<file path="src/rtl/decode_stage.sv">
// Registered SIMPLE-core decode stage: valid/ready in and out, decoded fields one cycle
// after accept, and a per-register busy scoreboard that interlocks read-after-write hazards.
module decode_stage #(
  parameter int unsigned INSN_W     = 16,
  parameter int unsigned REG_AW     = 3,
  parameter bit          SCOREBOARD = 1'b1
) (
  input  logic              clock,
  input  logic              reset,
  input  logic              in_valid,
  output logic              in_ready,
  input  logic [INSN_W-1:0] in_insn,
  input  logic              flush,
  input  logic              wb_valid,
  input  logic [REG_AW-1:0] wb_addr,
  output logic              out_valid,
  input  logic              out_ready,
  output logic              sign_ex,
  output logic              ar_mux,
  output logic              br_mux,
  output logic [3:0]        s_alu,
  output logic              input_mux,
  output logic              mem_we,
  output logic              reg_we,
  output logic [REG_AW-1:0] wr_addr,
  output logic              adr_mux,
  output logic              pc_load,
  output logic [2:0]        cond,
  output logic              hazard
);

  localparam int unsigned NREGS = 2 ** REG_AW;

  typedef struct packed {
    logic              sign_ex;
    logic              ar_mux;
    logic              br_mux;
    logic [3:0]        s_alu;
    logic              input_mux;
    logic              mem_we;
    logic              reg_we;
    logic [REG_AW-1:0] wr_addr;
    logic              adr_mux;
    logic              pc_load;
    logic [2:0]        cond;
  } dec_t;

  localparam dec_t DEC_RESET = '{s_alu: 4'b1111, default: '0};

  logic [1:0]        cls;
  logic [3:0]        op;
  logic [4:0]        top5;
  logic [2:0]        ra;
  logic [2:0]        rb;
  logic [REG_AW-1:0] ra_w;
  logic [REG_AW-1:0] rb_w;
  logic              rd_ra;
  logic              rd_rb;
  logic              ra_busy;
  logic              rb_busy;
  logic              hazard_c;
  logic              accept;
  logic              out_fire;
  logic              unused_insn;
  dec_t              dec;

  dec_t              out_q;
  dec_t              out_d;
  logic              out_valid_q;
  logic              out_valid_d;
  logic [NREGS-1:0]  busy_q;
  logic [NREGS-1:0]  busy_d;

  assign cls         = in_insn[15:14];
  assign op          = in_insn[7:4];
  assign top5        = in_insn[15:11];
  assign ra          = in_insn[13:11];
  assign rb          = in_insn[10:8];
  assign ra_w        = REG_AW'(ra);
  assign rb_w        = REG_AW'(rb);
  assign unused_insn = ^in_insn;

  // Instruction field decode, purely from the presented word.
  always_comb begin
    dec           = DEC_RESET;
    dec.sign_ex   = (cls == 2'b11);
    dec.ar_mux    = ((cls == 2'b11) && (op <= 4'b0110)) || (top5 == 5'b10001);
    dec.br_mux    = !((cls == 2'b10) && in_insn[13]);
    dec.input_mux = (cls == 2'b11) && (op == 4'b1100);
    dec.mem_we    = (cls == 2'b01);
    dec.adr_mux   = ((cls == 2'b11) && (op <= 4'b1011)) || (cls == 2'b10);
    dec.pc_load   = (top5 == 5'b10100) || (top5 == 5'b10111);
    dec.cond      = rb;

    if (cls == 2'b11) begin
      case (op)
        4'b0101: dec.s_alu = 4'b0001;
        4'b0110: dec.s_alu = 4'b1100;
        default: dec.s_alu = op;
      endcase
    end else if (!cls[1]) begin
      dec.s_alu = 4'b0000;
    end else if (top5 == 5'b10000) begin
      dec.s_alu = 4'b1100;
    end else if ((top5 == 5'b10100) || (top5 == 5'b10111)) begin
      dec.s_alu = 4'b0000;
    end else begin
      dec.s_alu = 4'b1111;
    end

    if ((cls == 2'b11) && (op <= 4'b1100)) begin
      dec.reg_we  = 1'b1;
      dec.wr_addr = rb_w;
    end else if (cls == 2'b00) begin
      dec.reg_we  = 1'b1;
      dec.wr_addr = ra_w;
    end else if (top5 == 5'b10000) begin
      dec.reg_we  = 1'b1;
      dec.wr_addr = rb_w;
    end
  end

  assign rd_ra = (cls == 2'b11) || (cls == 2'b01);
  assign rd_rb = (cls == 2'b11) || (cls == 2'b00) || (cls == 2'b01) || (top5 == 5'b10111);

  // A source is blocked by a retiring-later write already issued, or by the one
  // sitting in the output register that has not yet set its busy bit.
  always_comb begin
    ra_busy  = busy_q[ra_w] || (out_valid_q && out_q.reg_we && (out_q.wr_addr == ra_w));
    rb_busy  = busy_q[rb_w] || (out_valid_q && out_q.reg_we && (out_q.wr_addr == rb_w));
    hazard_c = SCOREBOARD && !reset && in_valid &&
               ((rd_ra && ra_busy) || (rd_rb && rb_busy));
  end

  assign hazard   = hazard_c;
  assign in_ready = !reset && !flush && !hazard_c && (!out_valid_q || out_ready);
  assign accept   = in_valid && in_ready;
  assign out_fire = out_valid_q && out_ready && !flush;

  always_comb begin
    out_valid_d = out_valid_q;
    out_d       = out_q;
    if (flush) begin
      out_valid_d = 1'b0;
    end else if (accept) begin
      out_valid_d = 1'b1;
      out_d       = dec;
    end else if (out_ready) begin
      out_valid_d = 1'b0;
    end
  end

  // Clear is applied before set so a same-cycle set on the same register wins.
  always_comb begin
    busy_d = busy_q;
    if (wb_valid) begin
      busy_d[wb_addr] = 1'b0;
    end
    if (out_fire && out_q.reg_we) begin
      busy_d[out_q.wr_addr] = 1'b1;
    end
    if (!SCOREBOARD) begin
      busy_d = '0;
    end
  end

  always_ff @(posedge clock or posedge reset) begin
    if (reset) begin
      out_valid_q <= 1'b0;
      out_q       <= DEC_RESET;
      busy_q      <= '0;
    end else begin
      out_valid_q <= out_valid_d;
      out_q       <= out_d;
      busy_q      <= busy_d;
    end
  end

  assign out_valid = out_valid_q;
  assign sign_ex   = out_q.sign_ex;
  assign ar_mux    = out_q.ar_mux;
  assign br_mux    = out_q.br_mux;
  assign s_alu     = out_q.s_alu;
  assign input_mux = out_q.input_mux;
  assign mem_we    = out_q.mem_we;
  assign reg_we    = out_q.reg_we;
  assign wr_addr   = out_q.wr_addr;
  assign adr_mux   = out_q.adr_mux;
  assign pc_load   = out_q.pc_load;
  assign cond      = out_q.cond;

endmodule

</file>
<file path="config.mk">
export PLATFORM = sky130hd
export DESIGN_NAME = decode_stage
export DESIGN_NICKNAME = d
export VERILOG_FILES = /design/src/rtl/decode_stage.sv
export SDC_FILE = /design/constraint.sdc
export NUM_CORES = 1
export LEC_CHECK = 0
export CORE_UTILIZATION = 51
export DETAILED_ROUTE_END_ITERATION = 12
export GPL_ROUTABILITY_DRIVEN = 0
export PLACE_DENSITY = 0.95
export SYNTH_ARGS = -nofsm -noshare
export SYNTH_HDL_FRONTEND = slang
export SYNTH_SLANG_ARGS = --single-unit
export TNS_END_PERCENT = 50
</file>
<file path="constraint.sdc">
create_clock -name clock -period 4.8 [get_ports clock]
set_input_delay 0.96 -clock clock [delete_from_list [all_inputs] [get_ports clock]]
set_output_delay 0.96 -clock clock [all_outputs]
set_load 0.05 [all_outputs]
</file>
==> results of run 1 <==
==> worst paths after layout <==
kind                       startpoint         to  slack, ns  cells after the start
hold / removal                pc_load    pc_load       0.53                      1
hold reg to reg               pc_load    pc_load       0.53                      1
max in group asynchronous       reset  input_mux       2.92                      2
setup / recovery           in_insn[8]     hazard       0.27                      6
setup reg to reg            busy_q[4]     mem_we       2.44                      5
min in group asynchronous       reset     reg_we       1.25                      2
==> flip-flops by register name, indices dropped and copies added (netlist names) <==
register	count
out_valid	1
br_mux	1
input_mux	1
wr_addr	3
s_alu	4
busy_q	8
sign_ex	1
ar_mux	1
pc_load	1
adr_mux	1
cond	3
mem_we	1
reg_we	1
==> cell type report <==
type                    instances  area share
clock buffers                   4      0.0125
well taps                      44      0.0262
inverters                       9      0.0161
flip-flops and latches         27       0.324
repair buffers                 42       0.204
multi-input cells             110       0.417
==> power by group through the flow <==
stage                     logic, mW  clock network [mW]  registers (mW)
final                         0.328               0.102           0.310
after global routing          0.345               0.111           0.316
after CTS                     0.329               0.106           0.309
after detailed placement      0.328                   0           0.314
after global placement        0.320                   0           0.310
after floorplan               0.110                   0           0.416
==> worst max-delay path: cells and delay by family <==
family	cells	cell delay (ns)
mux	1	0.53
simple gates	1	0.18
buf+inv	2	1.32
compound gates	2	0.58
==> cell families (layout without fill, tap and decap cells) <==
logic type | after synthesis | count (layout)
buffers and inverters | 17 | 55
AO/OA/AOI/OAI | 34 | 34
flip-flops | 27 | 27
XOR/XNOR | 7 | 7
multiplexers | 25 | 25
AND/OR/NAND/NOR | 44 | 44
==> layer usage <==
metal	part of all wire	vias up	wire length, um	GRT usage
met5	0	-	0	0
met3	0.064	15	258	0.0352
met2	0.50	74	2000	0.427
li1	-	643	-	-
met1	0.41	674	1650	0.309
met4	0.031	0	125	0.133
==> placed cells by master (no fill, tap or decap), types with 2 or more instances in the layout <==
cell and count:
a211oi_1 2, a22oi_1 2, a31oi_1 3, a32o_1 6, clkbuf_4 3, clkdlybuf4s50_1 40
dfrtp_1 23, dfstp_2 4, inv_1 9, mux2_2 10, mux2_4 5, mux2i_1 9
nand2_1 13, nand2b_1 5, nand3_1 2, nand3b_1 2, nor2_1 7, nor2b_1 4
nor3b_1 2, nor4_1 2, o211ai_1 2, o21ai_0 7, o22ai_1 2, o31ai_1 6
xor2_1 6
==> through the flow <==
stage,setup WS [ns],power (mW),area (um^2),instances
after global placement,0.320,0.629,2070,232
after floorplan,0.219,0.526,1630,154
after CTS,0.276,0.744,2100,236
after detailed placement,0.281,0.641,2070,232
after global routing,0.172,0.771,2100,236
final,0.268,0.740,2100,236
==> run_results.csv, run 1 <==
group,metric,value,unit
final_layout,area_growth,28.4,%
critical_path,cp_data_required_time,3.84,ns
yosys,synth_area_leaders,"dfrtp_1 (35%), mux2_2 (6.9%), dfstp_2 (6.4%)",
timing,worstMarginPinSlew,1.05,ns
clock_tree,cts_tree,"built",
final_layout,multiInputGateArea,875,um^2
timing,finalHoldViolCount,0,
critical_path,path_class,"in2out",
clock_tree,clockBufferDepth,2,
clock_tree,clkTransAtPathRegs,0.14,ns
power_and_ir_drop,max-vdd-ir-drop,0.145,mV
yosys,synthFlopType,"dfrtp_1",
timing,setup_viol,0,
floorplan,die_y,58.6,um
final_layout,fin_util,0.687,
yosys,synth_cell_types,38,
yosys,synth_simple_gate_area_share,0.149,
floorplan,std_cell_rows,20,
yosys,synthAdderAreaFrac,0,
clock_tree,clock_latency,0.33,ns
yosys,synth_top_family_by_area,"multiplexers",
yosys,synth_common_cells,"dfrtp_1 (23), nand2_1 (13), mux2_2 (10)",
critical_path,cp-end-kind,"primary output",
final_layout,fillCellCount,230,
yosys,synth_most_common_cell,"dfrtp_1",
yosys,synth_compound_area_frac,0.165,
clock_tree,hold_buffers,0,
global_route,track_usage,0.250,
yosys,synth_edf_count,0,
clock_tree,post_cts_buffers,0,
power_and_ir_drop,sw_frac_of_total,0.414,
timing,hold_slack,0.526,ns
critical_path,critPathLaunchType,"primary input",
floorplan,start_util,0.535,
yosys,synth_area,1630,um^2
yosys,yosysTopAreaCell,"dfrtp_1",
clock_tree,cts_resized,0,
global_route,grt_max_degree,28,
routing,dr.pass1.iters,4,
min_path,hp-class,"reg2reg",
floorplan,ios,46,
routing,drtAntennaViolNets,0,
timing,fin_crit,4.53,ns
final_layout,nets,218,
clock_tree,htree_levels,1,
global_route,first_global_vias,1393,
routing,post-route-drc-count,0,
yosys,synth_xor_area_frac,0.0375,
floorplan,design.core.area,3050,um^2
clock_tree,clock_sink_count,27,
clock_tree,cts_buffers,3,
placed_design,hpwlAfterDp,3.01,mm
timing,max_freq,221,MHz
routing,routed_wl,4.03,mm
critical_path,critPathMaxStageDelay,0.73,ns
routing,vias,1406,
timing,rsz0062_at_grt,"false",
timing,drv_slew,0,
timing,tns,0,ns
critical_path,path_common_cell,"clkdlybuf4s50_1",
power_and_ir_drop,switchingPower,0.307,mW
global_route,grt_overflow,0,
critical_path,worst-endpoint-arrival,3.57,ns
yosys,synth_mux_area_frac,0.184,
final_layout,seqCellArea,681,um^2
timing,slew_headroom,0.299,
routing,drt_iter0_drc,103,
yosys,synth_area_per_cell,10.6,um^2
yosys,yosysSeqAreaShare,0.417,
final_layout,insertedDiodeCount,0,
placed_design,port_buffers,41,
flow_run,drv_cap,0,
yosys,ys_seq_elements,27,
power_and_ir_drop,clockPowerShare,0.138,
power_and_ir_drop,p_leak,0.895,nW
power_and_ir_drop,power_frac_comb,0.443,
critical_path,cp_max_fo,4,
global_route,grt_pass1_wl,6.47,mm
yosys,async_flop_share,1.00,
clock_tree,root_buffer,"clkbuf_4",
outcome,status,"finished clean",
floorplan,die_x,58.6,um
power_and_ir_drop,power_density,353,nW/um^2
yosys,synth_top_area_frac,0.352,
yosys,synth_nets,179,
critical_path,crit_slowest_cell,"clkdlybuf4s50_1",
routing,wl_per_cell,17.1,um
global_route,grt_antenna_before_repair,0,
timing,period_share,0.944,
power_and_ir_drop,p_int,0.434,mW
critical_path,cp_cell_sequence,"clkdlybuf4s50_1 -> mux4_2 -> and2_4 -> o41ai_4 -> a211oi_1 -> clkdlybuf4s50_1",
floorplan,fp.dieArea,3430,um^2
routing,vias_per_cell,5.96,
yosys,syn_inst,154,
timing,fin_skew,0.00825,ns
final_layout,drive_above_1_share,0.146,
yosys,ys_warn_count,0,
power_and_ir_drop,p_seq_frac,0.418,
No activity file was read; power rests on OpenSTA's default activity.
==> inputs of run 2 (changes only) <==
--- a/config.mk
+++ b/config.mk
@@ -5,10 +5,12 @@
 export SDC_FILE = /design/constraint.sdc
 export NUM_CORES = 1
 export LEC_CHECK = 0
+export CAP_MARGIN = 15
 export CORE_UTILIZATION = 51
 export DETAILED_ROUTE_END_ITERATION = 12
 export GPL_ROUTABILITY_DRIVEN = 0
 export PLACE_DENSITY = 0.95
+export SKIP_LAST_GASP = 1
 export SYNTH_ARGS = -nofsm -noshare
 export SYNTH_HDL_FRONTEND = slang
 export SYNTH_SLANG_ARGS = --single-unit
==> run_results.csv, run 2 (same netlist as run 1, synthesis figures left out) <==
group,metric,value,unit
final_layout,drive_above_1_share,0.150,
floorplan,design.core.area,3050,um^2
critical_path,cp_max_fo,4,
floorplan,fp.dieArea,3430,um^2
clock_tree,cts_buffers,3,
routing,drtAntennaViolNets,0,
timing,fin_skew,0.00884,ns
critical_path,critPathMaxStageDelay,0.73,ns
clock_tree,cts_resized,0,
power_and_ir_drop,max-vdd-ir-drop,0.146,mV
critical_path,cp-end-kind,"primary output",
routing,drt_iter0_drc,85,
final_layout,largest_register_ffs,8,
clock_tree,htree_levels,1,
final_layout,multiInputGateArea,875,um^2
timing,tns,0,ns
placed_design,placed_cells,232,
critical_path,path_common_cell,"clkdlybuf4s50_1",
power_and_ir_drop,p_leak,0.908,nW
timing,hold_slack,0.524,ns
final_layout,fin_util,0.696,
final_layout,insertedDiodeCount,0,
timing,fin_crit,4.53,ns
floorplan,ios,46,
timing,rsz0062_at_grt,"false",
critical_path,endpoint,"hazard",
critical_path,worst-endpoint-arrival,3.57,ns
timing,drv_slew,0,
timing,finalHoldViolCount,0,
global_route,first_global_vias,1393,
floorplan,die_y,58.6,um
critical_path,path_class,"in2out",
critical_path,worstRegToRegCells,5,
placed_design,hpwlAfterDp,3.01,mm
critical_path,crit_start,"in_insn[8]",
final_layout,nets,219,
routing,routed_wl,3.99,mm
final_layout,area_growth,30.1,%
critical_path,critPathLaunchType,"primary input",
clock_tree,clockBufferDepth,2,
routing,vias,1406,
clock_tree,hold_buffers,0,
floorplan,std_cell_rows,20,
floorplan,start_util,0.535,
timing,period_share,0.943,
floorplan,die_x,58.6,um
global_route,grt_pass1_wl,6.47,mm
timing,slew_headroom,0.650,
routing,post-route-drc-count,0,
final_layout,fillCellCount,226,
final_layout,layout_common_cells,"clkdlybuf4s50_1 (40), dfrtp_1 (23), nand2_1 (13)",
flow_run,drv_cap,0,
clock_tree,root_buffer,"clkbuf_4",
critical_path,worstSetupPathDepth,6,
critical_path,r2r_end,"mem_we",
final_layout,seqCellArea,681,um^2
routing,vias_per_cell,5.93,
final_layout,fin_cells,237,
clock_tree,post_cts_buffers,0,
critical_path,cp_data_required_time,3.84,ns
global_route,grt_overflow,0,
clock_tree,clkTransAtPathRegs,0.14,ns
final_layout,final_common_cell,"clkdlybuf4s50_1",
routing,wl_per_cell,16.8,um
critical_path,crit_slowest_cell,"clkdlybuf4s50_1",
global_route,track_usage,0.250,
outcome,status,"finished clean",
clock_tree,clock_sink_count,27,
global_route,grt_max_degree,28,
timing,setup_viol,0,
critical_path,r2r_slack,2.44,ns
clock_tree,clock_latency,0.34,ns
critical_path,r2r_start,"busy_q[7]",
placed_design,port_buffers,41,
critical_path,path_buf_inv,2,
clock_tree,cts_tree,"built",
timing,worstMarginPinSlew,0.523,ns
power_and_ir_drop,power,0.744,mW
min_path,hp-class,"reg2reg",
routing,dr.pass1.iters,4,
global_route,grt_antenna_before_repair,0,
critical_path,path_delay_family,"buffers and inverters",
timing,max_freq,221,MHz
power_and_ir_drop,power_density,350,nW/um^2
critical_path,cp_cell_sequence,"clkdlybuf4s50_1 -> mux4_2 -> and2_4 -> o41ai_4 -> a211oi_1 -> clkdlybuf4s50_1",
final_layout,top_register,"busy_q",
run 2: layer usage:
metal / share of wire / track usage
met3: 0.057 / 0.0352
met2: 0.50 / 0.427
met5: 0 / 0
met1: 0.41 / 0.309
met4: 0.031 / 0.133
run 2: how the worst min path moves through the flow:
stage / end / start / cells after the start
floorplan: busy_q[6] / busy_q[6] / 1
global placement: adr_mux / adr_mux / 1
detailed placement: pc_load / pc_load / 1
CTS: pc_load / pc_load / 1
global route: pc_load / pc_load / 1
finish: pc_load / pc_load / 1
run 2: metrics by stage:
stage               worst slack (ns)  instance area, um^2
finish                         0.274                 2130
global route                   0.172                 2130
CTS                            0.276                 2100
detailed placement             0.281                 2070
global placement               0.320                 2070
floorplan                      0.219                 1630
run 2: power breakdown:
group          switching (mW)  internal (mW)
clock network          0.0707         0.0327
logic                   0.200          0.131
registers              0.0377          0.272
run 2: area by class of cell:
cell class	instances	area share
multi-input combinational	110	0.411
sequential	27	0.320
timing repair buffer	43	0.214
tap	44	0.0259
inverter	9	0.0159
clock buffer	4	0.0124
